## src/rtl/mips_ctrl_pkg.sv

```systemverilog
// Shared encodings for the multi-cycle MIPS control path: opcodes, functs, FSM states,
// pc_control and alu_control codes.
package mips_ctrl_pkg;

  localparam logic [5:0] OP_RTYPE = 6'h00;
  localparam logic [5:0] OP_J     = 6'h02;
  localparam logic [5:0] OP_BEQ   = 6'h04;
  localparam logic [5:0] OP_ADDI  = 6'h08;
  localparam logic [5:0] OP_LW    = 6'h23;
  localparam logic [5:0] OP_SW    = 6'h2B;

  localparam logic [5:0] FN_JR   = 6'h08;
  localparam logic [5:0] FN_ADD  = 6'h20;
  localparam logic [5:0] FN_ADDU = 6'h21;
  localparam logic [5:0] FN_SUB  = 6'h22;
  localparam logic [5:0] FN_SUBU = 6'h23;
  localparam logic [5:0] FN_AND  = 6'h24;
  localparam logic [5:0] FN_OR   = 6'h25;
  localparam logic [5:0] FN_XOR  = 6'h26;
  localparam logic [5:0] FN_NOR  = 6'h27;
  localparam logic [5:0] FN_SLT  = 6'h2A;

  typedef enum logic [2:0] {
    ST_RESET  = 3'd0,
    ST_FETCH  = 3'd1,
    ST_DECODE = 3'd2,
    ST_EXEC   = 3'd3,
    ST_MEM    = 3'd4,
    ST_WB     = 3'd5,
    ST_FAULT  = 3'd6
  } state_t;

  localparam logic [3:0] PC_HOLD   = 4'd0;
  localparam logic [3:0] PC_INCR   = 4'd1;
  localparam logic [3:0] PC_BRANCH = 4'd2;
  localparam logic [3:0] PC_JUMP   = 4'd3;
  localparam logic [3:0] PC_JR     = 4'd4;

  localparam logic [3:0] ALU_AND = 4'h0;
  localparam logic [3:0] ALU_OR  = 4'h1;
  localparam logic [3:0] ALU_ADD = 4'h2;
  localparam logic [3:0] ALU_XOR = 4'h3;
  localparam logic [3:0] ALU_SUB = 4'h6;
  localparam logic [3:0] ALU_SLT = 4'h7;
  localparam logic [3:0] ALU_NOR = 4'hC;

  function automatic logic is_known_op(input logic [5:0] op);
    return op inside {OP_RTYPE, OP_J, OP_BEQ, OP_ADDI, OP_LW, OP_SW};
  endfunction

endpackage

```

## src/rtl/alu_func_decode.sv

```systemverilog
// Combinational R-type funct -> alu_control mapping with an illegal-funct flag.
module alu_func_decode
  import mips_ctrl_pkg::*;
(
  input  logic [5:0] funct,
  output logic [3:0] alu_op,
  output logic       illegal
);

  always_comb begin
    alu_op  = ALU_ADD;
    illegal = 1'b0;
    case (funct)
      FN_ADD, FN_ADDU: alu_op = ALU_ADD;
      FN_SUB, FN_SUBU: alu_op = ALU_SUB;
      FN_AND:          alu_op = ALU_AND;
      FN_OR:           alu_op = ALU_OR;
      FN_XOR:          alu_op = ALU_XOR;
      FN_NOR:          alu_op = ALU_NOR;
      FN_SLT:          alu_op = ALU_SLT;
      FN_JR:           alu_op = ALU_ADD; // jr leaves from DECODE, never reaches EXEC
      default:         illegal = 1'b1;
    endcase
  end

endmodule

```

## src/rtl/multicycle_control_unit.sv

```systemverilog
// Multi-cycle MIPS sequencer sharing one req/ready memory port between fetch and data access.
// Define MCTRL_ILLEGAL_TRAP_EN to trap unknown opcodes/functs into FAULT instead of retiring them as NOPs.
module multicycle_control_unit
  import mips_ctrl_pkg::*;
#(
  parameter int MEM_TIMEOUT = 16,
  parameter int ALU_CTRL_W  = 4,
  parameter int PC_CTRL_W   = 4
) (
  input  logic                  clk,
  input  logic                  rst,
  input  logic [31:0]           instruction,
  input  logic                  alu_zero,
  input  logic                  mem_ready,
  output logic                  mem_req,
  output logic                  mem_wren,
  output logic                  mem_sel,
  output logic                  ir_wren,
  output logic [PC_CTRL_W-1:0]  pc_control,
  output logic                  reg_file_wren,
  output logic                  reg_file_rmux_select,
  output logic                  reg_file_dmux_select,
  output logic                  alu_mux_select,
  output logic [ALU_CTRL_W-1:0] alu_control,
  output logic                  retire,
  output logic                  fault
);

  localparam int CW = $clog2(MEM_TIMEOUT);
  localparam logic [CW-1:0] CNT_MAX = CW'(MEM_TIMEOUT - 1);

  state_t        state, next;
  logic [CW-1:0] wait_cnt;
  logic [5:0]    opcode, funct;
  logic [3:0]    func_alu, pc_op, alu_op;
  logic          func_illegal, is_rtype, is_jr, is_sw, illegal, timeout;
  logic          unused_ir;

  assign opcode    = instruction[31:26];
  assign funct     = instruction[5:0];
  assign unused_ir = ^instruction[25:6];
  assign is_rtype  = (opcode == OP_RTYPE);
  assign is_jr     = is_rtype && (funct == FN_JR);
  assign is_sw     = (opcode == OP_SW);
  assign illegal   = !is_known_op(opcode) || (is_rtype && func_illegal);
  assign timeout   = (wait_cnt == CNT_MAX);

  alu_func_decode u_func (
    .funct   (funct),
    .alu_op  (func_alu),
    .illegal (func_illegal)
  );

  always_ff @(posedge clk or negedge rst) begin
    if (!rst) state <= ST_RESET;
    else      state <= next;
  end

  // Counts stalled request cycles; any state change (completion, timeout, entry) clears it.
  always_ff @(posedge clk or negedge rst) begin
    if (!rst)
      wait_cnt <= '0;
    else if ((state == ST_FETCH || state == ST_MEM) && next == state)
      wait_cnt <= wait_cnt + 1'b1;
    else
      wait_cnt <= '0;
  end

  always_comb begin
    next                 = state;
    mem_req              = 1'b0;
    mem_wren             = 1'b0;
    mem_sel              = 1'b0;
    ir_wren              = 1'b0;
    pc_op                = PC_HOLD;
    reg_file_wren        = 1'b0;
    reg_file_rmux_select = 1'b0;
    reg_file_dmux_select = 1'b0;
    alu_mux_select       = 1'b0;
    alu_op               = ALU_AND;
    retire               = 1'b0;
    fault                = 1'b0;
    case (state)
      ST_RESET: next = ST_FETCH;
      ST_FETCH: begin
        mem_req = 1'b1;
        if (mem_ready) begin
          ir_wren = 1'b1;
          pc_op   = PC_INCR;
          next    = ST_DECODE;
        end else if (timeout) begin
          next = ST_FAULT;
        end
      end
      ST_DECODE: begin
        if (opcode == OP_J || is_jr) begin
          pc_op  = is_jr ? PC_JR : PC_JUMP;
          retire = 1'b1;
          next   = ST_FETCH;
        end else if (illegal) begin
`ifdef MCTRL_ILLEGAL_TRAP_EN
          next = ST_FAULT;
`else
          retire = 1'b1;
          next   = ST_FETCH;
`endif
        end else begin
          next = ST_EXEC;
        end
      end
      ST_EXEC: begin
        if (is_rtype) begin
          alu_op = func_alu;
          next   = ST_WB;
        end else if (opcode == OP_BEQ) begin
          alu_op = ALU_SUB;
          pc_op  = alu_zero ? PC_BRANCH : PC_HOLD;
          retire = 1'b1;
          next   = ST_FETCH;
        end else begin
          // only addi, lw and sw get past DECODE here
          alu_mux_select = 1'b1;
          alu_op         = ALU_ADD;
          next           = (opcode == OP_ADDI) ? ST_WB : ST_MEM;
        end
      end
      ST_MEM: begin
        mem_req  = 1'b1;
        mem_sel  = 1'b1;
        mem_wren = is_sw;
        if (mem_ready) begin
          retire = is_sw;
          next   = is_sw ? ST_FETCH : ST_WB;
        end else if (timeout) begin
          next = ST_FAULT;
        end
      end
      ST_WB: begin
        reg_file_wren        = 1'b1;
        reg_file_rmux_select = is_rtype;
        reg_file_dmux_select = (opcode == OP_LW);
        retire               = 1'b1;
        next                 = ST_FETCH;
      end
      ST_FAULT: fault = 1'b1;
      default:  next = ST_RESET;
    endcase
  end

  assign pc_control  = PC_CTRL_W'(pc_op);
  assign alu_control = ALU_CTRL_W'(alu_op);

endmodule

```

## config.mk

```make
export PLATFORM = sky130hd
export DESIGN_NAME = multicycle_control_unit
export DESIGN_NICKNAME = d
export VERILOG_FILES = /design/src/rtl/mips_ctrl_pkg.sv /design/src/rtl/alu_func_decode.sv /design/src/rtl/multicycle_control_unit.sv
export SDC_FILE = /design/constraint.sdc
export NUM_CORES = 1
export LEC_CHECK = 0
export CORE_ASPECT_RATIO = 1.75
export CORE_UTILIZATION = 30
export DETAILED_ROUTE_END_ITERATION = 10
export PLACE_DENSITY = 0.71
export SLEW_MARGIN = 10
export SYNTH_ARGS = -nofsm -noshare
export SYNTH_HDL_FRONTEND = slang
export SYNTH_SLANG_ARGS = --single-unit
```

## constraint.sdc

```tcl
create_clock -name clk -period 2.4 [get_ports clk]
set_clock_uncertainty 0.05 [all_clocks]
set_input_delay 0.24 -clock clk [delete_from_list [all_inputs] [get_ports clk]]
set_output_delay 0.24 -clock clk [all_outputs]
set_load 0.02 [all_outputs]
```

## Word level (Yosys, flattened, before mapping)

Cells that the tools add are included.
Widths: inputs -> output; s select.

| storage, ports and cells | value |
|---|---|
| register bits after elaboration | 7 |
| input port bits | 36 |
| output and inout port bits | 18 |
| logic and storage cells | 81 |

| cells by class | value |
|---|---|
| add/subtract/negate cells | 1 |
| equal/unequal tests | 23 |
| multiplexer cells | 41 |
| reductions and logical operators | 14 |

Operators with widths:

| cell | number |
|---|---|
| $eq 6x6->1 const B | 11 |
| $mux 3 | 9 |
| $pmux 4 s6 | 1 |
| $mux 1 | 20 |
| $pmux 3 s6 | 1 |
| $eq 6x4->1 const B | 2 |
| $mux 4 | 3 |
| $mux 2 | 5 |
| $reduce_or 10->1 | 1 |
| $eq 3x3->1 const B | 3 |
| $pmux 3 s3 | 1 |
| $eq 3x2->1 const B | 2 |
| $eq 6x2->1 const B | 1 |
| $eq 6x3->1 const B | 1 |
| $logic_not 6->1 | 1 |
| $reduce_bool 6->1 | 1 |
| $reduce_or 2->1 | 3 |
| $add 4x1->4 const B | 1 |
| $eq 4x4->1 const B | 1 |
| $pmux 1 s4 | 1 |
| $eq 3x1->1 const B | 1 |
| $eq 3x3->1 | 1 |
| $logic_and 1x1->1 | 3 |
| $logic_not 3->1 | 1 |
| other kinds (2) | 4 |

## Depth between registers and ports, before layout

Gate-level depths: netlist of run 1.

| logic depth | value |
|---|---|
| word-level depth | 11 |
| gate-level depth with buffers | 5 |
| mapped depth without buffers | 5 |

## Cells and area by module

A second synthesis of run 1 with hierarchy kept.

| unflattened totals | value |
|---|---|
| cells, all modules | 106 |
| area total of the unflattened synthesis | 812.0 µm² |

Modules (own cells, without submodules):

| module | instances | cells an instance | area each (µm²) | sequential area each (µm²) |
|---|---|---|---|---|
| multicycle_control_unit | 1 | 90 | 699.4 | 175.2 |
| alu_func_decode | 1 | 16 | 112.6 | 0.0 |

## Least setup slack after synthesis of run 1

OpenSTA, ideal clock, no wires.

| path | value |
|---|---|
| path type | input port to output port |
| start point | input port instruction[26] |
| end point | output port retire |
| arrival time | 1.634 ns |
| required time | 2.110 ns |
| path slack | 0.476 ns |
| cell stages on the path | 5 |
| path buffers | 1 |
| cells stage by stage | or4_4 > buf_6 > or3_4 > o211ai_2 > a211o_1 |

| on the way | value |
|---|---|
| cells in the longest elaborated chain, start to end | 7 |
| elaborated cells on any way between the ends | 18 |
| classes of those cells | 5 x eq/ne; 6 x mux; 7 x reduce/logical |

Ends and longest elaborated chain:

| element | line | RTL |
|---|---|---|
| start, declared | multicycle_control_unit.sv:12 | `input logic [31:0] instruction,` |
| $eq 6x2->1, or another cell as far along | mips_ctrl_pkg.sv:48, multicycle_control_unit.sv:96 |  |
| $reduce_bool 6->1 | mips_ctrl_pkg.sv:48 | `return op inside {OP_RTYPE, OP_J, OP_BEQ, OP_ADDI, OP_LW, OP_SW};` |
| $logic_not 1->1 | multicycle_control_unit.sv:45 | `assign illegal = !is_known_op(opcode) \|\| (is_rtype && func_illegal);` |
| $logic_or 1x1->1 | multicycle_control_unit.sv:45 |  |
| $mux 1 | multicycle_control_unit.sv:100 | `end else if (illegal) begin` |
| $mux 1 | multicycle_control_unit.sv:96 | `if (opcode == OP_J \|\| is_jr) begin` |
| $pmux 1 s4 (*) | multicycle_control_unit.sv:83 | `case (state)` |
| end, declared | multicycle_control_unit.sv:25 | `output logic retire,` |

Every way passes the cells marked *; elsewhere a longest branch is shown, timed or not.

## Final worst setup path of run 1

| path | value |
|---|---|
| start point | register state[1] |
| end point | output port reg_file_dmux_select |

| on the way | value |
|---|---|
| cells in the longest elaborated chain, start to end | 2 |

Ends and longest elaborated chain:

| element | line | RTL |
|---|---|---|
| start, declared | multicycle_control_unit.sv:32 | `state_t state, next;` |
| start signal, assigned | multicycle_control_unit.sv:56 | `else state <= next;` |
| $eq 3x3->1 | multicycle_control_unit.sv:83 |  |
| $mux 1 | multicycle_control_unit.sv:83 |  |
| end, declared | multicycle_control_unit.sv:22 | `output logic reg_file_dmux_select,` |

Every way passes these cells.

==> reports/results.txt, run 1 <==
Status: finished clean
Pin count of the biggest net entering global routing: 12
Hold-fix buffers, CTS: 0
Adder-cell share of the synthesized area: 1.73%
Synth cell types: 44
Flops & latches, synth: 7
Worst hold path class: input port to async pin
FFs w/ async S/R, synth: 100%
Simple-Gate Fraction of Synth Area: 43.4%
Global-route wire length before repair: 3870 µm
Leakage power: 0.607 nW
Clk buf depth: 2
Synth top area share: 24.2%
Number of vias per cell: 5.32
Die width: 39.1 µm
Max incr delay on CP: 0.65 ns
Routability-driven placement congestion ratio: 0.885
Root Buffer: clkbuf_8
Fraction of synthesized area in multiplexers: 1.56%
Top cells by area, synth: dfrtp_1 (24%), nor2_1 (7.3%), nand2b_1 (4.3%)
Clk sinks: 7
Share of layout cells above drive strength 1: 26.1%
Ys flop type: dfrtp_1
H-tree levels: 1
Maximum vdd drop: 0.000468 V
Cells after Synth: 93
Chip Height: 67.0 µm
Core ar.: 2270 µm²
Compound-Gate Fraction of Synth Area: 18.2%
CTS tree: yes
Total routed wirelength: 2350 µm
Die area: 2620 µm²
Overflow after GRT: 0
Via Count: 889
EDFF count, synth: 0
Initial antenna violation count: 0
PortBufs: 32
Max_cap viols: 0
Hold WS: 0.226 ns
Clock latency at the later pin of the worst-skew pair: 0.23 ns
Worst-path maximum fanout: 10
Final Hold Vio Count: 0
Finish-stage setup viols: 0
Ys Warns: 0
Vias in the first global route: 917
Crit share post-route: 92.0%
WL/cell: 14.1 µm
Largest family of logic cells by synthesized area: simple AND/OR/NAND/NOR gates
Drt drc: 0
Arrival @ worst endpoint: 1.92 ns
XOR/XNOR share of the synthesized area: 3.63%
F_max: 0.453 GHz
Initial DRC count: 21
TritonCTS Buffers: 3
Mean area per synthesized cell: 7.78 µm²
Crit-path cells: inv_1 > nand3_1 > nor4_1 > clkdlybuf4s50_1
RSZ-0062 raised after global routing: false
Commonest cells in the netlist: nor2_1 (14), dfrtp_1 (7), nand2b_1 (5), nor3_1 (5)
Final core utilization: 54.7%
Total iterations of the first detailed-routing run: 4
Post-detail-place hpwl: 1840 µm
CP max-delay cell: clkdlybuf4s50_1
Post-synth top area cell: dfrtp_1
Final min period: 2.21 ns
Req. time, crit path: 2.11 ns
Element type at the critical path end: primary output
Area Overhead vs Synth: 71.8%
Nets: 180
Row Count: 23
Post-synthesis cell area: 723 µm²
Tot GR Track Use: 21.0%
Critical path class: flop to primary output
Final slew viol count: 0
Most common cell in the synthesized netlist: nor2_1
IO Pins: 54
Ant diodes: 0
Initial core utilization: 31.8%
Register clock-pin slew on the reported worst setup and hold paths: 0.04 ns
Post-synthesis sequential area ratio: 24.2%
Crit start category: flop
Antenna Violating Nets Remaining: 0
Power Density: 716 nW/µm²
Post-Syn Nets: 130
-- state kept, by name, indices dropped and copies added, names as in the netlist --
register,count
state,3
wait_cnt,4
-- layout by cell type, fill, tap and decap left out, types with 3 or more instances in the layout --
cell type         n
nor3_1            5
nand2_1           3
nor4_1            3
buf_4            18
nor2_1           14
dlymetal6s2s_1    6
nand2b_1          5
nand3_1           3
dfrtp_1           7
a21oi_1           3
inv_1             4
clkdlybuf4s50_1  18
clkbuf_8          3
-- path summary, 6_finish.rpt --
kind                       cells after the start              endpoint  slack (ns)         from
max in group asynchronous                      1              state[1]        1.83          rst
setup reg to reg                               5              state[1]        0.81  wait_cnt[0]
setup / recovery                               4  reg_file_dmux_select        0.19     state[1]
hold reg to reg                                1           wait_cnt[0]        0.43  wait_cnt[0]
min in group clk                               1           wait_cnt[0]        0.43  wait_cnt[0]
hold / removal                                 1           wait_cnt[0]        0.23          rst
-- routing by layer --
layer  vias up  share of wire, %  GRT usage, %
li1        435                 -             -
met1       417                33          16.7
met2        32                59          42.5
met3         5               5.7          4.00
met4         0               1.6          10.8
met5         -                 0             0
-- report_power, final --
group          internal [mW]  switching (mW)
clock network          0.115          0.0502
logic                  0.235           0.271
registers              0.153          0.0657
total                  0.503           0.387
-- stage by stage --
step / total power, mW / instances / setup TNS (ns) / instance area [µm²] / worst slack, ns
final: 0.890 / 167 / 0 / 1240 / 0.191
after global routing: 0.959 / 167 / 0 / 1240 / 0.0672
after CTS: 0.881 / 166 / 0 / 1210 / 0.0127
after detailed placement: 0.719 / 162 / -2.55 / 1180 / -0.469
after global placement: 0.710 / 162 / -2.35 / 1180 / -0.414
after floorplan: 0.498 / 93 / 0 / 723 / 0.476
-- critical path, delay by kind of cell, from the launching register on --
| kind | cells | cell delay [ns] |
|---|---|---|
| buffers and inverters | 2 | 0.85 |
| flip-flops | 1 | 0.48 |
| AND/OR/NAND/NOR | 2 | 0.36 |
-- timing repair --
item / CTS / global route
endpoints found under the setup margin: 8 / 8
buffers inserted: 0 / 1
gates resized for setup: 22 / 10
endpoints found under the hold margin: 0 / 0
pin swaps: 2 / 4
-- logic make-up after synthesis --
| group | count (synthesis) |
|---|---|
| xor gates and xnor gates | 3 |
| other | 1 |
| AOI/OAI and AO/OA | 18 |
| DFF | 7 |
| adders and majority gates | 1 |
| muxes | 1 |
| and+or+nand+nor | 52 |
| buffers and inverters | 10 |
-- final cells by class --
cell class / count / area, µm²
multi-input cells: 76 / 503
fillers: 229 / 1030
flip-flops and latches: 7 / 175
clock buffers: 4 / 45.0
well taps: 25 / 31.3
repair buffers: 51 / 473
inverters: 4 / 15.0
No activity file was read; power rests on OpenSTA's default activity.
==> run 2: changes to the inputs <==
--- a/config.mk
+++ b/config.mk
@@ -5,7 +5,7 @@
 export SDC_FILE = /design/constraint.sdc
 export NUM_CORES = 1
 export LEC_CHECK = 0
-export CORE_ASPECT_RATIO = 1.75
+export CORE_ASPECT_RATIO = 1.2
 export CORE_UTILIZATION = 30
 export DETAILED_ROUTE_END_ITERATION = 10
 export PLACE_DENSITY = 0.71
==> run 2 against run 1 <==
Maximum frequency fell by 1.2%. Combinational power decreased by 2%. First-iteration DRC count decreased by 52%. Largest cell class unchanged.
==> reports/results.txt, run 2 (same netlist as run 1, synthesis figures left out) <==
Final slew viol count: 0
Final worst slack: 0.165 ns
Crit-path leading delay family: buffers and inverters
Via Count: 873
Multi-input gate area: 512 µm²
Critical path class: flop to primary output
Area Overhead vs Synth: 68.2%
Total chip power: 814 µW
Overflow after GRT: 0
Initial DRC count: 10
Maximum vdd drop: 0.000471 V
IO Pins: 54
Req. time, crit path: 2.11 ns
Global-route wire length before repair: 3390 µm
Biggest regs: wait_cnt (4), state (3)
Power Density: 670 nW/µm²
Element type at the critical path end: primary output
Final core utilization: 53.3%
Register clock-pin slew on the reported worst setup and hold paths: 0.05 ns
Cell area after layout: 1220 µm²
Worst hold path class: input port to async pin
CTS tree: yes
Routability-driven placement congestion ratio: 0.790
Buf/Inv on CP: 2
Setup crit start: state[1]
Max incr delay on CP: 0.65 ns
CP Depth: 4
Hold-fix buffers, CTS: 0
Initial core utilization: 31.7%
Crit start category: flop
Reg-to-Reg Start: wait_cnt[0]
Nets: 180
Most frequent cells in the layout: buf_4 (20), clkdlybuf4s50_1 (19), nor2_1 (14)
Tot GR Track Use: 17.3%
Die area: 2610 µm²
Clk sinks: 7
Final Hold Vio Count: 0
Register area: 175 µm²
PortBufs: 32
Max reg flops: 4
Post-detail-place hpwl: 1750 µm
Share of layout cells above drive strength 1: 26.8%
Drt drc: 0
Hold WS: 0.192 ns
Number of vias per cell: 5.05
Ant diodes: 0
Cell Count, Final, Fillers Out: 173
# fillers: 238
Pin count of the biggest net entering global routing: 12
Final min period: 2.23 ns
H-tree levels: 1
DP Area: 1180 µm²
Crit-path cells: inv_1 > nand3_1 > nor4_1 > clkdlybuf4s50_1
Vias in the first global route: 884
Leakage power: 0.570 nW
Chip Height: 55.8 µm
Clk buf depth: 2
Worst-path maximum fanout: 10
Die width: 46.8 µm
Arrival @ worst endpoint: 1.94 ns
Worst R2R Path Depth: 5
Most common cell after layout, fill and taps aside: buf_4
Crit share post-route: 93.1%
WL/cell: 12.0 µm
Setup TNS: 0 ns
Max_cap viols: 0
Total iterations of the first detailed-routing run: 4
Worst slack at placement: -0.511 ns
Core ar.: 2280 µm²
RSZ-0062 raised after global routing: false
Root Buffer: clkbuf_4
Initial antenna violation count: 0
Total routed wirelength: 2070 µm
Reg with most FFs: wait_cnt
F_max: 0.447 GHz
Clock latency at the later pin of the worst-skew pair: 0.25 ns
CP max-delay cell: clkdlybuf4s50_1
Row Count: 19
TritonCTS Buffers: 3
Placed Cells: 168
Status: finished clean
Antenna Violating Nets Remaining: 0
Finish-stage setup viols: 0
run 2: worst paths after layout:
kind	endpoint	slack, ns
hold / removal	wait_cnt[3]	0.19
min in group clk	wait_cnt[0]	0.43
setup / recovery	reg_file_dmux_select	0.17
setup reg to reg	state[1]	0.91
hold reg to reg	wait_cnt[0]	0.43
max in group asynchronous	state[2]	1.88
run 2: routing by layer:
layer | GRT usage [%] | share of wire (%) | up-vias
met5 | 0 | 0 | -
met4 | 6.94 | 0.68 | 0
met3 | 2.27 | 4.5 | 2
met2 | 33.3 | 57 | 23
met1 | 16.9 | 38 | 414
li1 | - | - | 434
run 2: area by class of cell:
type | count | share of cell area, %
Clock buffer | 4 | 2.16
Inverter | 4 | 1.23
Multi-Input combinational cell | 76 | 42.1
Sequential cell | 7 | 14.4
Tap cell | 31 | 3.19
Timing Repair Buffer | 51 | 36.9
run 2: power by group:
part	switching, mW	internal (mW)	leakage [nW]
Combinational	0.259	0.237	0.464
Clock	0.0394	0.0632	0.0150
Sequential	0.0627	0.153	0.0917
run 2: timing repair:
| item | in CTS | in global routing |
|---|---|---|
| gates resized for setup | 28 | 9 |
| pin swaps | 1 | 4 |
| buffers inserted | 0 | 1 |
| endpoints found under the setup margin | 9 | 11 |
